File: src/rtl/costas_pkg.sv
// Shared types and constants for the Costas loop lock controller.
package costas_pkg;

    localparam int SAMPLE_W = 16;

    localparam logic GAIN_WIDE   = 1'b0;
    localparam logic GAIN_NARROW = 1'b1;

    typedef enum logic [1:0] {
        ST_IDLE   = 2'd0,
        ST_ACQ    = 2'd1,
        ST_VERIFY = 2'd2,
        ST_TRACK  = 2'd3
    } state_e;

endpackage

File: src/rtl/costas_lock_metric.sv
// Per-sample |I|+|Q| / ||I|-|Q|| measurement, windowed accumulation and
// lock / unlock threshold tests for the Costas lock controller.
module costas_lock_metric
    import costas_pkg::*;
#(
    parameter int WIN_LOG2     = 8,
    parameter int LOCK_SHIFT   = 3,
    parameter int UNLOCK_SHIFT = 1
) (
    input  logic                       clk_i,
    input  logic                       rst_ni,
    input  logic                       clr_i,
    input  logic signed [SAMPLE_W-1:0] i_i,
    input  logic signed [SAMPLE_W-1:0] q_i,
    input  logic                       vld_i,
    output logic                       window_done_o,
    output logic                       win_locked_o,
    output logic                       win_unlocked_o
);

    localparam int MAG_W  = SAMPLE_W + 1;
    localparam int ERR_W  = SAMPLE_W;
    localparam int MACC_W = MAG_W + WIN_LOG2;
    localparam int EACC_W = ERR_W + WIN_LOG2;
    localparam int CNT_W  = WIN_LOG2 + 1;
    localparam logic [CNT_W-1:0] WIN_N = CNT_W'(1 << WIN_LOG2);

    localparam logic signed [SAMPLE_W-1:0] S_MIN = {1'b1, {(SAMPLE_W-1){1'b0}}};
    localparam logic        [SAMPLE_W-1:0] S_MAX = {1'b0, {(SAMPLE_W-1){1'b1}}};

    // -32768 has no positive counterpart; clamp it instead of wrapping.
    function automatic logic [SAMPLE_W-1:0] sat_abs(input logic signed [SAMPLE_W-1:0] x);
        logic [SAMPLE_W-1:0] r;
        if (x == S_MIN)             r = S_MAX;
        else if (x[SAMPLE_W-1])     r = $unsigned(-x);
        else                        r = $unsigned(x);
        return r;
    endfunction

    logic [SAMPLE_W-1:0] a, b;
    logic [MAG_W-1:0]    mag;
    logic [ERR_W-1:0]    err;

    always_comb begin
        a   = sat_abs(i_i);
        b   = sat_abs(q_i);
        mag = MAG_W'(a) + MAG_W'(b);
        err = (a >= b) ? (a - b) : (b - a);
    end

    // ---- stage 1 -> stage 2 boundary
    logic [MAG_W-1:0] mag_p1_q;
    logic [ERR_W-1:0] err_p1_q;
    logic             vld_p1_q;

    always_ff @(posedge clk_i) begin
        mag_p1_q <= mag;
        err_p1_q <= err;
    end

    always_ff @(posedge clk_i or negedge rst_ni) begin
        if (!rst_ni) vld_p1_q <= 1'b0;
        else         vld_p1_q <= vld_i;
    end

    // ---- stage 2: window accumulators
    logic [MACC_W-1:0] mag_acc_q, mag_acc_d;
    logic [EACC_W-1:0] err_acc_q, err_acc_d;
    logic [CNT_W-1:0]  cnt_q, cnt_d;

    assign window_done_o  = (cnt_q == WIN_N);
    assign win_locked_o   = MACC_W'(err_acc_q) <  (mag_acc_q >> LOCK_SHIFT);
    assign win_unlocked_o = MACC_W'(err_acc_q) >= (mag_acc_q >> UNLOCK_SHIFT);

    always_comb begin
        mag_acc_d = mag_acc_q;
        err_acc_d = err_acc_q;
        cnt_d     = cnt_q;
        if (clr_i) begin
            mag_acc_d = '0;
            err_acc_d = '0;
            cnt_d     = '0;
        end else if (window_done_o) begin
            // A sample landing on the compare cycle opens the next window.
            mag_acc_d = vld_p1_q ? MACC_W'(mag_p1_q) : '0;
            err_acc_d = vld_p1_q ? EACC_W'(err_p1_q) : '0;
            cnt_d     = vld_p1_q ? CNT_W'(1) : '0;
        end else if (vld_p1_q) begin
            mag_acc_d = mag_acc_q + MACC_W'(mag_p1_q);
            err_acc_d = err_acc_q + EACC_W'(err_p1_q);
            cnt_d     = cnt_q + CNT_W'(1);
        end
    end

    always_ff @(posedge clk_i or negedge rst_ni) begin
        if (!rst_ni) begin
            mag_acc_q <= '0;
            err_acc_q <= '0;
            cnt_q     <= '0;
        end else begin
            mag_acc_q <= mag_acc_d;
            err_acc_q <= err_acc_d;
            cnt_q     <= cnt_d;
        end
    end

endmodule

File: src/rtl/costas_lock_ctrl.sv
// Costas loop lock detector and gain scheduler: IDLE/ACQ/VERIFY/TRACK FSM
// driven by windowed lock-quality decisions from costas_lock_metric.
module costas_lock_ctrl
    import costas_pkg::*;
#(
    parameter int WIN_LOG2       = 8,
    parameter int LOCK_SHIFT     = 3,
    parameter int UNLOCK_SHIFT   = 1,
    parameter int LOCK_WINDOWS   = 4,
    parameter int UNLOCK_WINDOWS = 2
) (
    input  logic                       aclk,
    input  logic                       aresetn,
    input  logic                       enable,
    input  logic                       restart,
    input  logic signed [SAMPLE_W-1:0] s_i_tdata,
    input  logic signed [SAMPLE_W-1:0] s_q_tdata,
    input  logic                       s_tvalid,
    output logic                       gain_sel,
    output logic                       locked,
    output logic                       loop_clear,
    output logic                       window_done,
    output logic [1:0]                 state_dbg
);

    localparam int LCW = $clog2(LOCK_WINDOWS + 1);
    localparam int UCW = $clog2(UNLOCK_WINDOWS + 1);
    localparam logic [LCW-1:0] LOCK_LAST   = LCW'(LOCK_WINDOWS - 1);
    localparam logic [UCW-1:0] UNLOCK_LAST = UCW'(UNLOCK_WINDOWS - 1);

    state_e         state_q, state_d;
    logic [LCW-1:0] lock_cnt_q, lock_cnt_d;
    logic [UCW-1:0] unlock_cnt_q, unlock_cnt_d;
    logic           gain_sel_q, gain_sel_d;
    logic           locked_q, locked_d;
    logic           loop_clear_q, loop_clear_d;
    logic           window_done_q, window_done_d;

    logic win_done, win_locked, win_unlocked, clr;

    // IDLE holds the window empty; restart / disable discard any partial window.
    assign clr = !enable || restart || (state_q == ST_IDLE);

    costas_lock_metric #(
        .WIN_LOG2     (WIN_LOG2),
        .LOCK_SHIFT   (LOCK_SHIFT),
        .UNLOCK_SHIFT (UNLOCK_SHIFT)
    ) u_metric (
        .clk_i          (aclk),
        .rst_ni         (aresetn),
        .clr_i          (clr),
        .i_i            (s_i_tdata),
        .q_i            (s_q_tdata),
        .vld_i          (s_tvalid),
        .window_done_o  (win_done),
        .win_locked_o   (win_locked),
        .win_unlocked_o (win_unlocked)
    );

    always_comb begin
        state_d       = state_q;
        lock_cnt_d    = lock_cnt_q;
        unlock_cnt_d  = unlock_cnt_q;
        gain_sel_d    = gain_sel_q;
        locked_d      = locked_q;
        loop_clear_d  = 1'b0;
        window_done_d = 1'b0;
        if (!enable) begin
            state_d      = ST_IDLE;
            lock_cnt_d   = '0;
            unlock_cnt_d = '0;
            gain_sel_d   = GAIN_WIDE;
            locked_d     = 1'b0;
        end else if (restart || state_q == ST_IDLE) begin
            state_d      = ST_ACQ;
            lock_cnt_d   = '0;
            unlock_cnt_d = '0;
            gain_sel_d   = GAIN_WIDE;
            locked_d     = 1'b0;
            loop_clear_d = 1'b1;
        end else if (win_done) begin
            window_done_d = 1'b1;
            case (state_q)
                ST_ACQ: begin
                    if (win_locked && LOCK_WINDOWS == 1) begin
                        state_d      = ST_TRACK;
                        unlock_cnt_d = '0;
                        gain_sel_d   = GAIN_NARROW;
                        locked_d     = 1'b1;
                    end else if (win_locked) begin
                        state_d    = ST_VERIFY;
                        lock_cnt_d = LCW'(1);
                    end
                end
                ST_VERIFY: begin
                    if (!win_locked) begin
                        state_d    = ST_ACQ;
                        lock_cnt_d = '0;
                    end else if (lock_cnt_q == LOCK_LAST) begin
                        state_d      = ST_TRACK;
                        lock_cnt_d   = '0;
                        unlock_cnt_d = '0;
                        gain_sel_d   = GAIN_NARROW;
                        locked_d     = 1'b1;
                    end else begin
                        lock_cnt_d = lock_cnt_q + LCW'(1);
                    end
                end
                ST_TRACK: begin
                    if (!win_unlocked) begin
                        unlock_cnt_d = '0;
                    end else if (unlock_cnt_q == UNLOCK_LAST) begin
                        state_d      = ST_ACQ;
                        unlock_cnt_d = '0;
                        gain_sel_d   = GAIN_WIDE;
                        locked_d     = 1'b0;
                        loop_clear_d = 1'b1;
                    end else begin
                        unlock_cnt_d = unlock_cnt_q + UCW'(1);
                    end
                end
                default: ;
            endcase
        end
    end

    always_ff @(posedge aclk or negedge aresetn) begin
        if (!aresetn) begin
            state_q       <= ST_IDLE;
            lock_cnt_q    <= '0;
            unlock_cnt_q  <= '0;
            gain_sel_q    <= GAIN_WIDE;
            locked_q      <= 1'b0;
            loop_clear_q  <= 1'b0;
            window_done_q <= 1'b0;
        end else begin
            state_q       <= state_d;
            lock_cnt_q    <= lock_cnt_d;
            unlock_cnt_q  <= unlock_cnt_d;
            gain_sel_q    <= gain_sel_d;
            locked_q      <= locked_d;
            loop_clear_q  <= loop_clear_d;
            window_done_q <= window_done_d;
        end
    end

    assign gain_sel    = gain_sel_q;
    assign locked      = locked_q;
    assign loop_clear  = loop_clear_q;
    assign window_done = window_done_q;
    assign state_dbg   = state_q;

endmodule

File: config.mk
export PLATFORM = sky130hd
export DESIGN_NAME = costas_lock_ctrl
export DESIGN_NICKNAME = d
export VERILOG_FILES = /design/src/rtl/costas_pkg.sv /design/src/rtl/costas_lock_metric.sv /design/src/rtl/costas_lock_ctrl.sv
export SDC_FILE = /design/constraint.sdc
export NUM_CORES = 1
export LEC_CHECK = 0
export ABC_AREA = 1
export ABC_CLOCK_PERIOD_IN_PS = 3500
export CORE_ASPECT_RATIO = 1.75
export CORE_MARGIN = 4
export CORE_UTILIZATION = 35
export DETAILED_ROUTE_END_ITERATION = 12
export MAX_ROUTING_LAYER = met4
export PLACE_DENSITY_LB_ADDON = 0.1
export SYNTH_ARGS = -nofsm -noshare
export SYNTH_HDL_FRONTEND = slang
export SYNTH_SLANG_ARGS = --single-unit
export TNS_END_PERCENT = 30
File: constraint.sdc
create_clock -name aclk -period 3.5 [get_ports aclk]
set_input_delay 0.7 -clock aclk [delete_from_list [all_inputs] [get_ports aclk]]
set_output_delay 0.7 -clock aclk [all_outputs]
set_load 0.005 [all_outputs]
# Word level (Yosys, flattened, before mapping)
# Index checks and enable logic that the tools add are counted.
# classes
add_sub_neg	10
multipliers	0
div	0
n_lt_le_gt_ge	3
eq_ne	18
n_shift	0
n_mux	58
bitwise_logic	0
n_reduce_logical	10
# ops
op	n
16-bit two-way mux	6
25-bit two-way mux	3
24-bit two-way mux	3
16-bit equality test, second input constant	2
16-bit negator	2
16-bit subtractor	2
2-bit two-way mux	15
9-bit two-way mux	3
25-bit by 17-bit adder with 25-bit output	1
24-bit by 16-bit adder with 24-bit output	1
24-bit >= comparator	1
24-bit by 22-bit < comparator with 1-bit output	1
4-bit != test, second input constant	5
3-bit two-way mux	6
16-bit by 16-bit adder with 17-bit output	1
1-bit two-way mux	17
17-bit two-way mux	1
16-bit >= comparator	1
6-bit AND reduction	2
9-bit by 1-bit adder with 9-bit output, second input constant	1
9-bit equality test, second input constant	1
4-bit by 1-bit != test with 1-bit output, second input constant	2
2-bit one-hot mux with 3 select lines	1
3-bit one-hot mux with 2 select lines	1
16 further kinds	20
# totals
register_bits	102
latch_bits	0
ramBits	0
romBits	0
inputBits	37
out_inout_bits	6
wordCells	111
mem_count	0

# Logic depth before layout (Yosys ltp)
# Gate-level depths: netlist of run 1.
# logic_depth
depth_word	7
ltp_mapped	26
depth_no_buf	24

# By module
# A second synthesis of run 1 with hierarchy kept.
# unflattened
cells_unflattened	1794
area_unflattened_um2	11145.7
# modules_own_cells
mod	n_inst	cells_each	area_per_inst_um2	seq_area_each_um2
costas_lock_metric	1	1700	10472.5	2117.0
costas_lock_ctrl	1	94	673.1	250.2

# Worst setup path after synthesis of run 1
# Ideal clock, no wire load.
# synth_path
path_type	input -> register
startpoint	input s_q_tdata[0]
endpoint	register u_metric.err_p1_q[12]
arrival_time_ns	3.293
required_time_ns	3.380
path_slack_ns	0.086
stages	22
cell_sequence	inv_1 ha_1 nand4_1 nor2_1 nand3_1 nor2_1 nand2_1 clkbuf_1 nand2_1 nor2_1 inv_1 ha_1 nor2_1 inv_1 nor3_2 nand3_2 nand3_4 inv_2 buf_6 nand2_1 nand2_1 xor2_1
# synth_between
elab_chain_len	5
word_cells_on_any_way	8
classes_between	add/sub (3); order compare (1); eq/ne (1); mux (3)
# synth_lines
element	line_no	rtl
start: declaration	costas_lock_ctrl.sv:17	input logic signed [SAMPLE_W-1:0] s_q_tdata,
16-bit negator	costas_lock_metric.sv:35	else if (x[SAMPLE_W-1]) r = $unsigned(-x);
16-bit two-way mux	costas_lock_metric.sv:35	
16-bit two-way mux *	costas_lock_metric.sv:34	if (x == S_MIN) r = S_MAX;
16-bit subtractor or 16-bit >= comparator (tied branches)	costas_lock_metric.sv:48	err = (a >= b) ? (a - b) : (b - a);
16-bit two-way mux *	costas_lock_metric.sv:48	
net u_metric.err[12]	costas_lock_metric.sv:42	logic [ERR_W-1:0] err;
end signal: assignment	costas_lock_metric.sv:58	err_p1_q <= err;
end: declaration	costas_lock_metric.sv:53	logic [ERR_W-1:0] err_p1_q;
# Mark *: on every way through the listed nets, which the timed path passes. The rest lies on a longest branch.
# A chain may end at the register's enable or synchronous reset.

# Final worst setup path of run 1
# layout_path
startpoint	input s_i_tdata[7]
endpoint	register u_metric.err_p1_q[8]
# layout_between
elab_chain_len	5
word_cells_on_any_way	8
classes_between	add/sub (3); order compare (1); eq/ne (1); mux (3)
# layout_lines
element	line_no	rtl
start: declaration	costas_lock_ctrl.sv:16	input logic signed [SAMPLE_W-1:0] s_i_tdata,
16-bit negator	costas_lock_metric.sv:35	
16-bit two-way mux	costas_lock_metric.sv:35	
16-bit two-way mux *	costas_lock_metric.sv:34	
16-bit subtractor or 16-bit >= comparator (tied branches)	costas_lock_metric.sv:48	
16-bit two-way mux *	costas_lock_metric.sv:48	
net u_metric.err[8]	costas_lock_metric.sv:42	
# Marks and branches as above.

==> results of run 1 <==
-- sequential cells by signal, indices dropped and copies added (netlist names) --
register / cells
u_metric.err_acc_q: 24
loop_clear: 1
lock_cnt_q: 3
u_metric.vld_p1_q: 1
u_metric.mag_acc_q: 25
unlock_cnt_q: 2
u_metric.cnt_q: 9
u_metric.mag_p1_q: 16
window_done: 1
u_metric.err_p1_q: 16
locked: 1
state_dbg: 2
-- logic make-up after synthesis --
family | count (synthesis) | share of synthesized area [%]
mux | 1 | 0.0982
compound gates | 288 | 16.0
xor+xnor | 47 | 4.04
flops | 101 | 23.2
simple gates | 738 | 30.1
fa+ha+maj | 139 | 17.4
buf+inv | 236 | 9.11
-- placed cells by master, fill, tap and decap left out, types with 5 or more instances in the layout --
master,n
nand3_1,82
xnor2_1,7
dlygate4sd2_1,5
ha_4,8
nor3_1,20
o21bai_1,12
dlymetal6s2s_1,8
nand4_1,23
a21oi_1,108
inv_1,183
a21oi_2,11
o21ai_0,73
clkbuf_16,9
nand2_1,392
a21o_1,10
nand3_2,5
inv_2,22
nand2_2,16
clkdlybuf4s50_1,27
dfxtp_1,32
dfrtp_1,69
nor2_4,7
buf_4,206
o21ai_1,15
o21ai_2,7
buf_6,5
ha_2,7
ha_1,119
xor2_1,40
nor2_1,146
a31oi_1,13
nor2_2,20
o211ai_1,12
-- path summary, 6_finish.rpt --
check,slack [ps],start,cells past startpoint,endpoint
hold / removal,460,aresetn,1,u_metric.cnt_q[8]
min in group aclk,470,unlock_cnt_q[1],2,unlock_cnt_q[1]
max in group asynchronous,2350,aresetn,1,u_metric.mag_acc_q[13]
hold reg to reg,470,unlock_cnt_q[1],2,unlock_cnt_q[1]
setup / recovery,160,s_i_tdata[7],19,u_metric.err_p1_q[8]
setup reg to reg,890,u_metric.mag_acc_q[2],12,u_metric.mag_acc_q[15]
-- critical path, delay by kind of cell --
| family | cells | cell delay [ps] |
|---|---|---|
| AND/OR/NAND/NOR | 7 | 820 |
| buffers and inverters | 5 | 1080 |
| XOR/XNOR | 1 | 150 |
| adder cells (fa/ha/maj) | 1 | 180 |
| AO/OA/AOI/OAI | 5 | 650 |
-- routing by layer --
metal | part of all wire, % | vias to the layer above | global-route usage (%) | routed length, µm
li1 | - | 5552 | - | -
met2 | 59 | 154 | 46.8 | 20300
met1 | 34 | 4874 | 19.5 | 11600
met3 | 1.7 | 87 | 1.89 | 580
met4 | 6.2 | 0 | 12.6 | 2140
met5 | 0 | - | - | 0
-- final cells by class --
type | count | area share (%)
clock buffers | 10 | 1.71
clock inverters | 6 | 0.543
inverters | 208 | 5.92
multi-input cells | 1213 | 55.2
flip-flops and latches | 101 | 17.7
well taps | 378 | 3.54
repair buffers | 253 | 15.3
-- power by group --
part	leakage (µW)	switching (µW)	total [µW]	internal, µW
logic	0.00554	1940	3240	1300
registers	0.00122	192	1570	1380
clock network	0.000144	492	1050	563
-- through the flow --
step / utilization, % / total power [µW] / hold WS (ps) / setup TNS (ps)
2_1_floorplan: - / 3410 / 404 / 0
3_3_place_gp: 43.3 / 4660 / 453 / -17190
3_5_place_dp: 43.3 / 4680 / 460 / -18470
4_1_cts: 45.9 / 5870 / 479 / 0
5_1_grt: 46.5 / 6360 / 509 / -18.9
6_report: 46.5 / 5860 / 456 / 0
-- synthesized netlist by cell type (7+ instances only) --
| cell type | instances | area (µm²) |
|---|---|---|
| dfrtp_1 | 69 | 1730 |
| inv_1 | 195 | 732 |
| o21ai_0 | 77 | 385 |
| a21oi_1 | 119 | 596 |
| dfxtp_1 | 32 | 641 |
| clkbuf_1 | 10 | 37.5 |
| a31oi_1 | 13 | 81.3 |
| o21ai_1 | 18 | 90.1 |
| nor2_1 | 169 | 634 |
| xor2_1 | 40 | 350 |
| nand3_1 | 89 | 445 |
| ha_1 | 134 | 1680 |
| o211ai_1 | 12 | 90.1 |
| o21bai_1 | 13 | 97.6 |
| a21o_1 | 10 | 75.1 |
| xnor2_1 | 7 | 61.3 |
| buf_2 | 12 | 60.1 |
| nand2_1 | 409 | 1540 |
| nand4_1 | 23 | 144 |
| inv_2 | 11 | 41.3 |
| nor3_1 | 25 | 125 |
-- repair_timing --
action                                 CTS  global route
gates cloned                             1             0
pin swaps                               43            30
setup endpoints to repair               26            22
endpoints found under the hold margin    0             0
setup buffers                            7             5
resized for setup                      105            49
==> impl_metrics.ini, run 1 <==
[placed_design]
place_ws_ps = -814
dp.cells = 2141
portBuffers = 42
dp_hpwl_um = 29300
dpl_cell_area_um2 = 12400
gp_congestion = 0.933

[cts]
cts_root_buffer = clkbuf_16
cts_tree = built
ctsHoldBuffers = 0
cts.path.max_buffers = 2
htree_levels = 3
clkLatencyLatePin_ps = 380
clk_pin_slew_ps = 80
numCtsBuffers = 9
cts_num_sinks = 101

[grt]
antenna_found_initial = 0
track_usage_pct = 22.9
grt_max_degree = 70
overflow = 0
grt_pass1_wl_um = 55000
grt_pass1_vias = 11061

[job]
maxCapViolCount = 0

[yosys]
ys.flop_type = dfrtp_1
syn_nets = 1726
ys_async_sr_fraction_pct = 68.3
synth_edf_count = 0
netlist_area_um2 = 10200
syn_avg_cell_area_um2 = 6.58
ys_types = 54
yosys_warnings = 0
syn_inst = 1550
ys_seq_area_share_pct = 23.2
synth_seq_cells = 101

[outcome]
status = complete, no violations

[drt]
drtPass1Iterations = 5
ant_nets = 0
drcViolationCount = 0
via_count = 10667
drt-vias-per-instance = 4.92
dr.first_iter.drc_count = 377
routed_wl_um = 34700
drt-wirelength-per-cell_um = 16.0

[finish]
nFillCells = 3057
ff_latch_area_um2 = 2370
nets = 1962
num_antenna_cells = 0
multi_input_area_um2 = 7380
finalNonFillerCells = 2169
drive_gt1_share_pct = 20.1
finalInstanceArea_um2 = 13400
area_growth_pct = 31.0

[sta]
finalClockSkew_ps = 13.5
fmax_ghz = 0.299
period_minus_slack_ps = 3340
rsz0062_at_grt = true
slew_violations = 0
finalHoldViolCount = 0
finalCritPeriodShare_pct = 95.4
setup_viol = 0
worst_slack_ps = 160
relSlewSlack_pct = 33.4
worstMarginPinSlew_ps = 999

[floorplan]
start_util_pct = 35.5
row_count = 82
design.core.area_um2 = 28700
die_h_um = 234
fp.dieW_um = 137
num_io_pins = 43
die_area_um2 = 32000

[worst_setup_path]
worstSetupPathType = in2reg
slowest_stage = clkdlybuf4s50_1
arrival_ps = 3600
end_kind = flop
crit_fanout = 5
path_common_cell = o21ai_2
cp_slowest_stage_delay_ps = 490
crit_path_start_kind = primary input
crit_chain = clkdlybuf4s50_1 -> nor3_4 -> nand3_2 -> buf_4 -> buf_6 -> nand2_1 -> nor2_1 -> nor2_1 -> o21ai_2 -> buf_4 -> ha_2 -> a21oi_2 -> o21ai_2 -> a21oi_4 -> nand3_4 -> buf_6 -> nand2_1 -> o21ai_2 -> xor2_1
cp_data_required_time_ps = 3760

[hold_path]
hold_path.class = in2async

[power]
p_leak_uw = 0.00690
power_density_nw_per_um2 = 439
ir_worst_vdd_mv = 0.251
No activity file was read; power rests on OpenSTA's default activity.
==> inputs of run 2 (changes only) <==
--- a/config.mk
+++ b/config.mk
@@ -15,5 +15,6 @@
 export PLACE_DENSITY_LB_ADDON = 0.1
 export SYNTH_ARGS = -nofsm -noshare
 export SYNTH_HDL_FRONTEND = slang
+export SYNTH_HIERARCHICAL = 1
 export SYNTH_SLANG_ARGS = --single-unit
 export TNS_END_PERCENT = 30
==> run 2 against run 1 <==
Compared with the run above: fmax grew 0.27%; non-clock buffer count grew 55; die area grew 8.9%; cell count grew 14%; highest routed layer unchanged; power grew 11%.
==> impl_metrics.ini, run 2 <==
[outcome]
status = complete, no violations

[sta]
worstMarginPinSlew_ps = 595
finalClockSkew_ps = 13.5
fmax_ghz = 0.300
period_minus_slack_ps = 3330
slew_violations = 0
fin_hold_ws_ps = 264
rsz0062_at_grt = true
setup_viol = 0
finalCritPeriodShare_pct = 95.2
relSlewSlack_pct = 60.3
worst_slack_ps = 169
finalHoldViolCount = 0

[hold_path]
hold_path.class = in2async

[grt]
grt_pass1_vias = 12472
met2_usage_pct = 49.5
overflow = 0
busiest_layer = met2
antenna_found_initial = 0
use_met1_pct = 21.0
grtUsageMet3_pct = 2.02
grt_max_degree = 40
grt_pass1_wl_um = 65600
track_usage_pct = 25.1

[worst_setup_path]
cp_slowest_stage_delay_ps = 480
crit_fanout = 10
worstSetupPathType = in2reg
slowest_stage = clkdlybuf4s50_1
crit_path_start_kind = primary input
arrival_ps = 3570
critPathLaunch = s_i_tdata[2]
worstReg2RegStart = u_metric/err_acc_q[21]
worst-path-buf-inv = 8
cp_data_required_time_ps = 3740
end_kind = flop
crit_chain = clkdlybuf4s50_1 -> inv_1 -> buf_4 -> nand4_1 -> nor2_1 -> nand2_1 -> inv_2 -> buf_6 -> a22oi_2 -> o21ai_2 -> buf_6 -> buf_4 -> ha_4 -> buf_12 -> a21oi_4 -> nor2_1 -> nor2_1 -> nor2_1 -> nor3_2 -> nand2_1 -> nand2_1 -> nand2_1
path_delay_family = buffers and inverters

[yosys]
synth_compound_area_share_pct = 11.6
synth.area.mux_share_pct = 0
synth_fa_ha_area_share_pct = 15.9
synth_commonest_cells = nand2_1, inv_1, nor2_1, nand3_1, ha_1
yosysTopAreaCell = nand2_1
synthSimpleGateAreaFrac_pct = 36.8
synth_edf_count = 0
syn_inst = 1794
netlist_area_um2 = 11100
synth_most_common_cell = nand2_1
yosys_warnings = 6
syn_avg_cell_area_um2 = 6.21
synth.top_cell.area_share_pct = 18.9
synth-xor-area-share_pct = 3.46
syn_nets = 1970
synth_seq_cells = 101
ys_top_cells_by_area = nand2_1, dfrtp_1, ha_1, inv_1, nand3_1
synth_top_family_by_area = simple AND/OR/NAND/NOR gates
ys.flop_type = dfrtp_1
ys_async_sr_fraction_pct = 68.3
ys_types = 50
ys_seq_area_share_pct = 21.2

[finish]
largest_reg_flops = 25
finalInstanceArea_um2 = 15000
ff_latch_area_um2 = 2370
final_common_cell = nand2_1
largest-register = u_metric/mag_acc_q
area_growth_pct = 34.3
final_cell_mix = nand2_1, buf_4, inv_1
nFillCells = 3329
reg_top3 = u_metric/mag_acc_q x25, u_metric/err_acc_q x24, u_metric/mag_p1_q x17
nets = 2255
postLayoutCoreUtil_pct = 47.6
num_antenna_cells = 0
multi_input_area_um2 = 8210
drive_gt1_share_pct = 21.2

[drt]
via_count = 12413
drt-wirelength-per-cell_um = 17.3
routed_wl_um = 42800
drcViolationCount = 0
drtPass1Iterations = 5
drt-vias-per-instance = 5.01
dr.first_iter.drc_count = 563
ant_nets = 0

[cts]
cts_tree = built
clkLatencyLatePin_ps = 370
htree_levels = 3
ctsHoldBuffers = 0
cts.path.max_buffers = 2
clk_pin_slew_ps = 80
cts_num_sinks = 101
cts_root_buffer = clkbuf_16
numCtsBuffers = 9

[power]
p_leak_uw = 0.00802
power_density_nw_per_um2 = 435
p_total_uw = 6510
ir_worst_vdd_mv = 0.361

[placed_design]
portBuffers = 42
place_ws_ps = -734
gp_congestion = 1.04
dpl_cell_area_um2 = 13800
dp_hpwl_um = 35900

[floorplan]
die_h_um = 244
row_count = 86
fp.dieW_um = 143
design.core.area_um2 = 31400
die_area_um2 = 34900
start_util_pct = 35.5
num_io_pins = 43

[job]
maxCapViolCount = 0
==> run 2: logic make-up (layout without fill, tap and decap cells) <==
kind of cell / count (synthesis) / in the layout
adder cells (fa/ha/maj): 139 / 139
AO/OA/AOI/OAI: 235 / 235
AND/OR/NAND/NOR: 974 / 974
buffers and inverters: 301 / 591
flip-flops: 101 / 101
XOR/XNOR: 44 / 44
==> run 2: report_power, final <==
part / internal [µW] / switching [µW]
sequential: 1370 / 199
combinational: 1590 / 2300
clock: 560 / 487
total: 3520 / 2990
==> run 2: area by class of cell <==
type / instances / area share [%]
inverter: 267 / 6.81
timing repair buffer: 308 / 17.2
clock inverter: 7 / 0.493
tap: 396 / 3.31
multi-input combinational: 1392 / 54.9
sequential: 101 / 15.8
clock buffer: 9 / 1.50
==> run 2: what timing repair did <==
item	4_1_cts	5_1_grt
cloned	0	1
pin swaps	7	47
setup buffers	2	17
resized for setup	53	142
hold endpoints to repair	0	0
endpoints found under the setup margin	25	26
==> run 2: through the flow <==
| stage | instances | TNS (ps) |
|---|---|---|
| global route | 2480 | -2.25 |
| detailed placement | 2445 | -14090 |
| floorplan | 1794 | 0 |
| CTS | 2463 | 0 |
| global placement | 2445 | -14040 |
| finish | 2480 | 0 |
==> run 2: layer usage <==
metal	routed length (µm)	part of all wire [%]
met5	0	0
met4	3950	9.2
met3	828	1.9
met2	24200	56
met1	13900	32
==> run 2: worst paths after layout <==
kind                                              end  slack [ps]  cells after the start
worst min-delay path                     state_dbg[0]         260                      1
max in group asynchronous       u_metric/err_acc_q[8]        2490                      2
min in group aclk                       lock_cnt_q[2]         500                      2
worst min register to register          lock_cnt_q[2]         500                      2
worst max-delay path            u_metric/mag_p1_q[15]         170                     22
worst max register to register           state_dbg[0]         700                      9
==> inputs of run 3 (changes only) <==
--- a/config.mk
+++ b/config.mk
@@ -11,8 +11,10 @@
 export CORE_MARGIN = 4
 export CORE_UTILIZATION = 35
 export DETAILED_ROUTE_END_ITERATION = 12
+export GPL_TIMING_DRIVEN = 0
 export MAX_ROUTING_LAYER = met4
 export PLACE_DENSITY_LB_ADDON = 0.1
+export SLEW_MARGIN = 15
 export SYNTH_ARGS = -nofsm -noshare
 export SYNTH_HDL_FRONTEND = slang
 export SYNTH_HIERARCHICAL = 1
==> run 3 against run 2 <==
Compared with the run above: first-iteration DRC count decreased by 10%; fmax decreased by 2.5%; cell count decreased by 7.5%; sequential power about the same; cell area decreased by 10%; count of clock-buffer cells in the layout increased by 2; routed wire length increased by 0.31%; clock skew decreased by 3.8 ps; hold slack got worse by 47 ps; register-to-register slack got worse by 110 ps; critical endpoint is now u_metric/err_p1_q[13]; highest routed layer unchanged.
==> impl_metrics.ini, run 3 (synthesis gave the netlist of run 2 again) <==
[power]
p_switching_uw = 2970
p_total_uw = 6030
switching_share_pct = 49.3
intPower_uw = 3050
power_density_nw_per_um2 = 448
p_leak_uw = 0.00716
clkPwrFrac_pct = 16.8
ir_worst_vdd_mv = 0.301
p_seq_share_pct = 26.1
comb_power_share_pct = 57.1

[sta]
finalHoldViolCount = 0
slew_violations = 0
period_minus_slack_ps = 3420
fmax_ghz = 0.293
relSlewSlack_pct = 48.6
finalSetupTns_ps = 0
finalCritPeriodShare_pct = 97.6
fin_hold_ws_ps = 216
finalClockSkew_ps = 9.74
setup_viol = 0
worstMarginPinSlew_ps = 772
worst_slack_ps = 83.1

[outcome]
status = complete, no violations

[floorplan]
fp.dieW_um = 143
die_h_um = 244
start_util_pct = 35.5
design.core.area_um2 = 31400
die_area_um2 = 34900
num_io_pins = 43
row_count = 86

[placed_design]
gp_congestion = 0.995
portBuffers = 41
dp.cells = 2232
dp_hpwl_um = 35800
place_ws_ps = -1320

[cts]
cts.path.max_buffers = 2
numCtsBuffers = 9
cts_root_buffer = clkbuf_16
cts_num_sinks = 101
clkLatencyLatePin_ps = 380
htree_levels = 3
clk_pin_slew_ps = 80
cts_tree = built

[grt]
track_usage_pct = 25.4
antenna_found_initial = 0
grt_pass1_wl_um = 65300
overflow = 0
grt_max_degree = 51
grt_pass1_vias = 11892

[worst_setup_path]
cp_slowest_stage_delay_ps = 310
crit_fanout = 10
path_delay_family = simple AND/OR/NAND/NOR gates
worstSetupPathType = in2reg
crit_chain = dlygate4sd2_1 -> inv_2 -> ha_4 -> nand4_1 -> nor2_2 -> buf_4 -> nor2_1 -> xor2_1 -> nor2_2 -> inv_2 -> ha_1 -> buf_6 -> nor2_4 -> nand2_4 -> nor2_1 -> nand2_2 -> nand2b_1 -> buf_6 -> inv_6 -> bufbuf_16 -> nand2_1 -> nand2_1
crit_path_start_kind = primary input
cp_data_required_time_ps = 3770
end_kind = flop
slowest_stage = ha_1
arrival_ps = 3690
worst-path-buf-inv = 8

[finish]
largest-register = u_metric/mag_acc_q
drive_gt1_share_pct = 13.8
reg_top3 = u_metric/mag_acc_q x25, u_metric/err_acc_q x24, u_metric/mag_p1_q x17
largest_reg_flops = 25
finalNonFillerCells = 2295
final_common_cell = nand2_1
num_antenna_cells = 0
nets = 2070
final_cell_mix = nand2_1, inv_1, nor2_1
area_growth_pct = 20.9

[drt]
drcViolationCount = 0
drt-wirelength-per-cell_um = 18.7
routed_wl_um = 43000
drtPass1Iterations = 5
drt-vias-per-instance = 5.16
ant_nets = 0
dr.first_iter.drc_count = 506
via_count = 11837

[job]
maxCapViolCount = 0

[hold_path]
hold_path.class = in2async
run 3: cell count changes in the layout (fill, tap and decap cells not counted), sizes merged, moves of 4 or more:
| cell | previous run | this run |
|---|---|---|
| inv | 264 | 268 |
| clkdlybuf4s50 | 32 | 18 |
| dlymetal6s2s | 9 | 13 |
| clkbuf | 10 | 19 |
| dlygate4sd2 | 0 | 6 |
| buf | 266 | 76 |
| clkinv | 7 | 3 |
run 3: worst register-to-register path, delay by kind of cell, from the launching register on:
family / cells / cell delay [ps]
AOI/OAI and AO/OA: 2 / 1130
adders and majority gates: 1 / 320
DFF: 1 / 470
and+or+nand+nor: 6 / 880
run 3: cell type report:
| type | instances | area, µm² |
|---|---|---|
| fillers | 3387 | 17900 |
| multi-input cells | 1393 | 8250 |
| flip-flops and latches | 101 | 2370 |
| inverters | 267 | 1020 |
| repair buffers | 88 | 820 |
| well taps | 396 | 495 |
| plain buffers | 34 | 250 |
| clock buffers | 11 | 233 |
| clock inverters | 5 | 42.5 |
run 3: final timing paths:
kind	cells past startpoint	start	slack, ps	to
worst min-delay path	1	aresetn	220	state_dbg[0]
worst max register to register	9	u_metric/err_acc_q[21]	590	state_dbg[0]
worst max-delay path	22	s_i_tdata[1]	80	u_metric/err_p1_q[13]
worst min register to register	1	u_metric/cnt_q[7]	490	u_metric/cnt_q[7]
min in group aclk	1	u_metric/cnt_q[7]	490	u_metric/cnt_q[7]
max in group asynchronous	2	aresetn	2680	u_metric/err_acc_q[16]
run 3: through the flow:
step / utilization [%] / instance area, µm²
global placement: 38.4 / 12100
CTS: 42.1 / 13200
finish: 42.9 / 13500
detailed placement: 38.5 / 12100
floorplan: - / 11100
global route: 42.9 / 13500
run 3: layer usage:
metal	GRT usage, %	up-vias	part of all wire [%]
met5	-	-	0
met4	19.3	0	9.8
met2	50.2	257	57
li1	-	5964	-
met1	20.6	5472	31
met3	2.17	144	2.1
run 3: power by group through the flow:
stage	clock (µW)	sequential, µW	combinational, µW
2_1_floorplan	0	1500	2120
3_3_place_gp	0	1590	3110
3_5_place_dp	0	1590	3120
4_1_cts	1050	1570	3390
5_1_grt	1080	1590	3830
6_report	1010	1570	3440
run 3: repair_timing:
item | CTS | global route
gates cloned | 2 | 0
endpoints found under the setup margin | 27 | 25
buffers inserted | 38 | 7
pin swaps | 41 | 32
resized for setup | 161 | 77
hold buffers | 0 | 0
